===== src/rtl/msrv32_alu_arbiter.sv =====
// Round-robin arbiter sharing one combinational msrv32 ALU between the
// integer pipeline (requester 0) and the address/CSR helper (requester 1).
// One operation in flight: IDLE accepts, EXEC drives the ALU for one cycle,
// RESP holds the registered result until the owner takes it.
module msrv32_alu_arbiter #(
  parameter int DATA_W = 32,
  parameter int CNT_W  = 16
) (
  input  logic              ms_riscv32_mp_clk_in,
  input  logic              ms_riscv32_mp_rst_in,
  input  logic              req0_valid_in,
  input  logic [DATA_W-1:0] req0_op1_in,
  input  logic [DATA_W-1:0] req0_op2_in,
  input  logic [3:0]        req0_opcode_in,
  output logic              req0_ready_out,
  input  logic              req1_valid_in,
  input  logic [DATA_W-1:0] req1_op1_in,
  input  logic [DATA_W-1:0] req1_op2_in,
  input  logic [3:0]        req1_opcode_in,
  output logic              req1_ready_out,
  output logic              rsp0_valid_out,
  output logic              rsp1_valid_out,
  input  logic              rsp0_ready_in,
  input  logic              rsp1_ready_in,
  output logic [DATA_W-1:0] rsp_result_out,
  output logic              rsp_err_out,
  output logic [DATA_W-1:0] alu_op_1_out,
  output logic [DATA_W-1:0] alu_op_2_out,
  output logic [3:0]        alu_opcode_out,
  input  logic [DATA_W-1:0] alu_result_in,
  output logic              busy_out,
  output logic [CNT_W-1:0]  op_count_out
);

  typedef enum logic [1:0] {IDLE, EXEC, RESP} state_t;

  state_t            r_state;
  state_t            w_next;
  logic              r_last_grant;
  logic              r_owner;
  logic [DATA_W-1:0] r_op1;
  logic [DATA_W-1:0] r_op2;
  logic [3:0]        r_opcode;
  logic [DATA_W-1:0] r_result;
  logic              r_err;
  logic [CNT_W-1:0]  r_count;

  logic              w_grant0;
  logic              w_grant1;
  logic              w_accept;
  logic              w_rsp_take;
  logic              w_illegal;

  // Round-robin grant: a lone requester wins; on a tie the one not served last wins.
  always_comb begin
    w_grant0 = req0_valid_in & (~req1_valid_in | r_last_grant);
    w_grant1 = req1_valid_in & (~req0_valid_in | ~r_last_grant);
  end

  // Ready is also masked by reset so nothing is offered while reset is held.
  assign req0_ready_out = (r_state == IDLE) & w_grant0 & ~ms_riscv32_mp_rst_in;
  assign req1_ready_out = (r_state == IDLE) & w_grant1 & ~ms_riscv32_mp_rst_in;
  assign w_accept       = req0_ready_out | req1_ready_out;
  assign w_rsp_take     = (r_state == RESP) & (r_owner ? rsp1_ready_in : rsp0_ready_in);

  // Opcodes the msrv32 ALU implements; anything else is flagged as an error.
  always_comb begin
    case (r_opcode)
      4'b0000, 4'b1000, 4'b0010, 4'b0011, 4'b0111,
      4'b0110, 4'b0100, 4'b0001, 4'b0101, 4'b1101: w_illegal = 1'b0;
      default:                                     w_illegal = 1'b1;
    endcase
  end

  // Next-state logic.
  always_comb begin
    w_next = r_state;
    case (r_state)
      IDLE:    if (w_accept) w_next = EXEC;
      EXEC:    w_next = RESP;
      RESP:    if (w_rsp_take) w_next = IDLE;
      default: w_next = IDLE;
    endcase
  end

  // State register.
  always_ff @(posedge ms_riscv32_mp_clk_in or posedge ms_riscv32_mp_rst_in) begin
    if (ms_riscv32_mp_rst_in) r_state <= IDLE;
    else                      r_state <= w_next;
  end

  // Operand capture on accept, result capture at end of EXEC, completion count.
  always_ff @(posedge ms_riscv32_mp_clk_in or posedge ms_riscv32_mp_rst_in) begin
    if (ms_riscv32_mp_rst_in) begin
      r_last_grant <= 1'b1;
      r_owner      <= 1'b0;
      r_op1        <= '0;
      r_op2        <= '0;
      r_opcode     <= '0;
      r_result     <= '0;
      r_err        <= 1'b0;
      r_count      <= '0;
    end else begin
      if (w_accept) begin
        r_owner      <= w_grant1;
        r_last_grant <= w_grant1;
        r_op1        <= w_grant1 ? req1_op1_in    : req0_op1_in;
        r_op2        <= w_grant1 ? req1_op2_in    : req0_op2_in;
        r_opcode     <= w_grant1 ? req1_opcode_in : req0_opcode_in;
      end
      if (r_state == EXEC) begin
        r_err    <= w_illegal;
        r_result <= w_illegal ? '0 : alu_result_in;
      end
      if (w_rsp_take && (r_count != '1)) r_count <= r_count + CNT_W'(1);
    end
  end

  assign alu_op_1_out   = (r_state == EXEC) ? r_op1    : '0;
  assign alu_op_2_out   = (r_state == EXEC) ? r_op2    : '0;
  assign alu_opcode_out = (r_state == EXEC) ? r_opcode : '0;
  assign rsp0_valid_out = (r_state == RESP) & ~r_owner;
  assign rsp1_valid_out = (r_state == RESP) &  r_owner;
  assign rsp_result_out = r_result;
  assign rsp_err_out    = r_err;
  assign busy_out       = (r_state != IDLE);
  assign op_count_out   = r_count;

endmodule


===== config.mk =====
export PLATFORM = sky130hd
export DESIGN_NAME = msrv32_alu_arbiter
export DESIGN_NICKNAME = d
export VERILOG_FILES = /design/src/rtl/msrv32_alu_arbiter.sv
export SDC_FILE = /design/constraint.sdc
export NUM_CORES = 1
export LEC_CHECK = 0
export CAP_MARGIN = 20
export CORE_ASPECT_RATIO = 1.75
export CORE_MARGIN = 4
export CORE_UTILIZATION = 41
export CTS_BUF_LIST = sky130_fd_sc_hd__clkbuf_2
export CTS_CLUSTER_DIAMETER = 100
export CTS_CLUSTER_SIZE = 40
export DETAILED_ROUTE_END_ITERATION = 8
export HOLD_SLACK_MARGIN = 0.03
export PLACE_DENSITY_LB_ADDON = 0.08
export SLEW_MARGIN = 20
export SYNTH_ARGS = -nofsm -noshare
export SYNTH_HDL_FRONTEND = slang
export SYNTH_SLANG_ARGS = --single-unit

===== constraint.sdc =====
create_clock -name ms_riscv32_mp_clk_in -period 4.8 [get_ports ms_riscv32_mp_clk_in]
set_input_delay 0.48 -clock ms_riscv32_mp_clk_in [delete_from_list [all_inputs] [get_ports ms_riscv32_mp_clk_in]]
set_output_delay 0.48 -clock ms_riscv32_mp_clk_in [all_outputs]
set_load 0.01 [all_outputs]

==> results of run 1 <==
-- power by group through the flow --
| stage | clock (uW) | sequential, uW | combinational, uW |
|---|---|---|---|
| detailed placement | 0 | 1690 | 1860 |
| CTS | 531 | 1670 | 1870 |
| floorplan | 0 | 1680 | 926 |
| finish | 506 | 1660 | 1830 |
| global route | 569 | 1720 | 2010 |
| global placement | 0 | 1670 | 1820 |
-- routing by layer --
metal | GRT usage | up-vias | routed length [microns]
li1 | - | 2448 | -
met1 | 0.233 | 2372 | 6350
met2 | 0.379 | 204 | 9050
met3 | 0.0769 | 19 | 1420
met4 | 0.0744 | 0 | 345
met5 | 0 | - | 0
-- stage by stage --
step           setup slack (ns)  instances  hold slack [ns]  total power, uW  utilization
4_1_cts                    1.42       1018            0.237             4070        0.650
2_1_floorplan              1.11        545            0.487             2610            -
6_report                   1.51       1019            0.292             4000        0.650
5_1_grt                    1.26       1019            0.271             4300        0.650
3_5_place_dp               2.12        986            0.489             3550        0.637
3_3_place_gp               2.17        986            0.488             3490        0.637
-- synthesized netlist by cell type --
cell and count:
o21ai_0 1, nand3_1 3, xor2_1 16, buf_6 2, nand2b_1 2, a22o_1 32, mux2i_1 68, and2_1 69
and2b_1 1, dfstp_2 1, nand4b_1 1, nor3_1 6, nor2_1 74, nand4_2 1, nand4_1 3, ha_1 1
nor3b_1 2, nor4_1 6, nand2_1 9, a21boi_1 1, nor3_2 1, inv_1 3, nor2_2 1, mux2_2 1
a21oi_1 71, and4_2 1, clkbuf_1 11, nor4_4 1, nand2b_2 1, buf_2 19, and3_1 4, o21a_1 2
a31oi_1 1, mux2_4 1, or2_2 1, buf_4 7, dfrtp_1 120
-- worst reg2reg max path, stage by stage (launching register included) --
cell	delay (ns)
dfrtp_1	0.45
nor3_2	0.37
o21a_4	0.52
buf_4	0.55
nor2_1	0.10
a21oi_1	0.13
-- worst paths after layout --
check                                              to  slack (ns)  depth (start not counted)
setup / recovery                     alu_op_2_out[21]        1.51                          3
hold / removal                     rsp_result_out[25]        0.29                          2
setup reg to reg                          r_opcode[1]        2.61                          5
hold reg to reg                      op_count_out[15]        0.52                          1
max in group asynchronous                   r_op2[17]        3.54                          3
min in group ms_riscv32_mp_clk_in  rsp_result_out[27]        0.41                          2
-- logic make-up after synthesis --
group / synth area share
simple gates: 0.171
flops: 0.525
compound gates: 0.116
mux: 0.123
buf+inv: 0.0386
xor+xnor: 0.0243
fa+ha+maj: 0.00217
-- flip-flops by register name, summed over array words and instances (netlist names) --
name            flops
rsp_err_out         1
op_count_out       16
r_op1              32
r_opcode            4
r_op2              32
r_state             2
r_owner             1
r_last_grant        1
rsp_result_out     32
-- final cells by class --
class | count | area (sq um)
Fill cell | 1190 | 4840
Sequential cell | 121 | 3030
Timing Repair Buffer | 303 | 3010
Multi-Input combinational cell | 382 | 2540
Tap cell | 177 | 221
Clock buffer | 18 | 90.1
Clock inverter | 14 | 85.1
Inverter | 3 | 13.8
Antenna cell | 1 | 2.50
==> impl_metrics.py, run 1 <==
metrics = {
    "finish": {
        "area_growth_pct": 55.9,
        "fin_nets": 1003,
        "layout-drive-gt1-share": 0.0606,
        "mostFrequentLayoutCells": "clkdlybuf4s50_1 (295), dfrtp_1 (120), nor2_1 (73), a21oi_1 (71), and2_1 (69)",
        "layout.cell_area.non_filler_sq_um": 8990,
        "layout_commonest_cell": "clkdlybuf4s50_1",
    },
    "setup_path": {
        "startpoint": "r_state[1]",
        "critPathMaxFanout": 69,
        "reg2reg_from": "r_state[1]",
        "crit_required_ns": 4.32,
        "start_kind": "register",
        "crit_type": "reg2out",
        "worstPathCellList": "and2b_2 > and2_1 > clkdlybuf4s50_1",
        "cp_slowest_cell": "and2b_2",
        "cp-end-kind": "primary output",
        "critPathBufInv": 1,
        "crit_family": "simple AND/OR/NAND/NOR gates",
        "arrival_ns": 2.81,
        "cpPeakStageDelay_ns": 0.91,
    },
    "power_and_ir_drop": {
        "swShare": 0.360,
        "ir_drop_mv": 0.292,
        "switching_power_uw": 1440,
        "p_leak_uw": 0.00375,
        "powerDensity_nw_per_um2": 445,
        "p_comb_frac": 0.458,
        "internal_power_uw": 2560,
        "power.share.clock": 0.126,
        "seqPwrFrac": 0.416,
    },
    "sta": {
        "tightest_slew_ns": 1.02,
        "slew_headroom": 0.319,
        "fin_crit_sh": 0.686,
        "rsz0062_at_grt": "no",
        "maxSlewViolCount": 0,
        "finalSetupViolCount": 0,
        "setup_tns_ns": 0,
        "hold_viol": 0,
        "fin_crit_ns": 3.29,
        "fin_skew_ns": 0.0455,
        "fmax_mhz": 304,
    },
    "floorplanning": {
        "dieHeight_microns": 165,
        "dieArea_sq_um": 16100,
        "die_x_microns": 97.7,
        "ioPinCount": 296,
        "num_rows": 57,
        "core_area_sq_um": 13800,
        "start_util": 0.417,
    },
    "routing": {
        "vias": 5043,
        "drc": 0,
        "postRouteAntennaNets": 0,
        "dr.pass1.iters": 4,
        "totalWireLength_mm": 17.2,
        "vias_per_cell": 4.95,
        "avgRoutedWirePerCell_microns": 16.8,
        "drt-initial-drc-count": 136,
    },
    "placed_design": {
        "place_congestion": 0.859,
        "place_area_sq_um": 8820,
        "io_buffers": 295,
        "place_hpwl_mm": 13.1,
    },
    "global_route": {
        "overflow": 0,
        "antenna_found_initial": 1,
        "grtUsageTotal": 0.213,
        "grt_pass1_wl_mm": 27.4,
        "grt_start_max_net_pins": 70,
        "grt_pass1_vias": 5380,
    },
    "cts": {
        "root_buffer": "clkbuf_2",
        "cts_resized": 0,
        "clk_pin_slew_ns": 0.20,
        "cts_tree": "built",
        "insertion_delay_ns": 0.65,
        "post_cts_buffers": 0,
        "cts_buffers": 17,
        "hold_buffers": 0,
        "clock_sinks": 121,
        "clk_path_buf_depth": 2,
        "cts_max_level": 4,
    },
    "synthesis": {
        "ys_ff_latch": 121,
        "synth.avg_cell_area_sq_um": 10.6,
        "synthesis.nets": 720,
        "synth_top_area_frac": 0.520,
        "synth_area_sq_um": 5770,
        "netlist_instances": 545,
        "ys_types": 37,
        "yosys.area.top_type": "dfrtp_1",
        "synth_area_leaders": "dfrtp_1 (52%), mux2i_1 (12%), and2_1 (7.5%)",
        "ys_warn_count": 0,
        "ys_seq_area_frac": 0.525,
    },
    "outcome": {
        "status": "finished, final reports clean",
    },
    "job": {
        "drv_cap": 0,
    },
    "hold_path": {
        "hold_path.class": "in2async",
    },
}
No activity file was read; power rests on OpenSTA's default activity.
==> inputs of run 2 (changes only) <==
--- a/config.mk
+++ b/config.mk
@@ -8,7 +8,7 @@
 export CAP_MARGIN = 20
 export CORE_ASPECT_RATIO = 1.75
 export CORE_MARGIN = 4
-export CORE_UTILIZATION = 41
+export CORE_UTILIZATION = 37
 export CTS_BUF_LIST = sky130_fd_sc_hd__clkbuf_2
 export CTS_CLUSTER_DIAMETER = 100
 export CTS_CLUSTER_SIZE = 40
==> constraint.sdc (replaced) <==
create_clock -name ms_riscv32_mp_clk_in -period 3 [get_ports ms_riscv32_mp_clk_in]
set_input_delay 0.3 -clock ms_riscv32_mp_clk_in [delete_from_list [all_inputs] [get_ports ms_riscv32_mp_clk_in]]
set_output_delay 0.3 -clock ms_riscv32_mp_clk_in [all_outputs]
set_load 0.01 [all_outputs]
==> run 2 against run 1 <==
  * Global-route usage fell by 2.0 points
  * Cell count rose by 0.98%
  * Critical path type unchanged
  * Wire length rose by 1.2%
  * Sequential cell count did not move
  * Utilization fell by 5.3 points
  * Sequential share of layout area fell by 0.53 points
==> impl_metrics.py, run 2 (same netlist as run 1, synthesis figures left out) <==
metrics = {
    "routing": {
        "vias": 5044,
        "avgRoutedWirePerCell_microns": 16.9,
        "dr.pass1.iters": 5,
        "postRouteAntennaNets": 0,
        "drt-initial-drc-count": 196,
        "vias_per_cell": 4.90,
        "drc": 0,
        "totalWireLength_mm": 17.4,
    },
    "power_and_ir_drop": {
        "p_leak_uw": 0.00381,
        "powerDensity_nw_per_um2": 737,
        "ir_drop_mv": 0.585,
    },
    "setup_path": {
        "crit_type": "reg2out",
        "cpPeakStageDelay_ns": 0.56,
        "arrival_ns": 2.36,
        "cp-end-kind": "primary output",
        "worstPathCellList": "and2b_2 > buf_4 > and2_1 > clkdlybuf4s50_1",
        "crit_required_ns": 2.70,
        "start_kind": "register",
        "cp_slowest_cell": "clkdlybuf4s50_1",
        "reg2reg_from": "op_count_out[0]",
        "critPathMaxFanout": 32,
        "startpoint": "r_state[1]",
    },
    "placed_design": {
        "place_congestion": 0.777,
        "place_hpwl_mm": 13.4,
        "place_area_sq_um": 8870,
        "io_buffers": 295,
    },
    "cts": {
        "clk_pin_slew_ns": 0.21,
        "cts_resized": 0,
        "insertion_delay_ns": 0.64,
        "cts_buffers": 17,
        "clk_path_buf_depth": 2,
        "clock_sinks": 121,
        "root_buffer": "clkbuf_2",
        "cts_max_level": 4,
        "hold_buffers": 0,
        "post_cts_buffers": 0,
        "cts_tree": "built",
    },
    "global_route": {
        "grt_start_max_net_pins": 138,
        "overflow": 0,
        "grtUsageTotal": 0.192,
        "grt_pass1_wl_mm": 26.6,
        "antenna_found_initial": 1,
        "grt_pass1_vias": 5188,
    },
    "job": {
        "drv_cap": 0,
    },
    "sta": {
        "fmax_mhz": 376,
        "setup_tns_ns": 0,
        "fin_crit_ns": 2.66,
        "hold_viol": 0,
        "finalSetupViolCount": 0,
        "maxSlewViolCount": 0,
        "fin_crit_sh": 0.886,
        "tightest_slew_ns": 0.790,
        "rsz0062_at_grt": "no",
        "slew_headroom": 0.469,
        "fin_skew_ns": 0.0281,
    },
    "outcome": {
        "status": "finished, final reports clean",
    },
    "finish": {
        "layout-drive-gt1-share": 0.0653,
        "layout_commonest_cell": "clkdlybuf4s50_1",
        "fillCellCount": 1393,
        "area_growth_pct": 58.4,
        "mostFrequentLayoutCells": "clkdlybuf4s50_1 (295), dfrtp_1 (120), nor2_1 (73), a21oi_1 (71), and2_1 (69)",
        "fin_nets": 1004,
        "layout.cell_area.non_filler_sq_um": 9140,
    },
    "floorplanning": {
        "core_area_sq_um": 15300,
        "dieHeight_microns": 173,
        "num_rows": 60,
        "start_util": 0.377,
        "die_x_microns": 102,
        "ioPinCount": 296,
        "dieArea_sq_um": 17700,
    },
    "hold_path": {
        "hold_path.class": "in2async",
    },
}
run 2: cell types whose count changed in the layout (fill, tap and decap cells not counted), sizes merged:
| cell | change |
|---|---|
| buf | +1 |
| bufinv | +3 |
| inv | +2 |
| clkinv | -5 |
run 2: final cells by class:
type                            count  area (sq um)  area share
Antenna cell                        1          2.50    0.000274
Clock buffer                       18          90.1     0.00986
Multi-Input combinational cell    382          2540       0.278
Clock inverter                     14           173      0.0189
Inverter                            3          15.0     0.00164
Timing Repair Buffer              304          3060       0.335
Tap cell                          186           233      0.0255
Sequential cell                   121          3030       0.331
run 2: path summary, 6_finish.rpt:
path	to	slack, ns	depth (start not counted)
max	alu_op_2_out[14]	0.34	4
min reg2reg	op_count_out[10]	0.53	1
max reg2reg	op_count_out[1]	0.86	5
min in group ms_riscv32_mp_clk_in	rsp_result_out[27]	0.24	2
min	op_count_out[3]	0.12	2
max in group asynchronous	r_op1[26]	1.98	3
run 2: per-stage QoR:
stage | std cells | hold slack [ns] | worst slack, ns | total power [uW] | util
after CTS | 1028 | 0.0539 | 0.241 | 6850 | 0.597
final | 1029 | 0.117 | 0.343 | 6730 | 0.597
after detailed placement | 996 | 0.490 | 0.752 | 5700 | 0.579
after global placement | 996 | 0.482 | 0.731 | 5610 | 0.579
after floorplan | 545 | 0.363 | 1.22 | 4170 | -
after global routing | 1029 | 0.0762 | 0.141 | 7230 | 0.597
run 2: routing by layer:
metal	share of wire	vias to the layer above	global-route usage
li1	-	2445	-
met1	0.36	2360	0.211
met2	0.53	215	0.347
met3	0.084	24	0.0589
met4	0.020	0	0.0580
met5	0	-	0
run 2: worst max-delay path, delay by kind of cell, from the launching register on:
| family | cells | cell delay, ns |
|---|---|---|
| buffers and inverters | 2 | 0.83 |
| DFF | 1 | 0.46 |
| and+or+nand+nor | 2 | 0.43 |
run 2: report_power, final:
part           switching [uW]  internal (uW)  total (uW)
combinational            1310           1640        2960
clock                     647            472        1120
sequential                381           2270        2660
==> inputs of run 3 (changes only) <==
--- a/config.mk
+++ b/config.mk
@@ -15,6 +15,7 @@
 export DETAILED_ROUTE_END_ITERATION = 8
 export HOLD_SLACK_MARGIN = 0.03
 export PLACE_DENSITY_LB_ADDON = 0.08
+export SKIP_CTS_REPAIR_TIMING = 1
 export SLEW_MARGIN = 20
 export SYNTH_ARGS = -nofsm -noshare
 export SYNTH_HDL_FRONTEND = slang
==> results of run 3 <==
Final layout, timing and power as in run 2 (identical DEF).
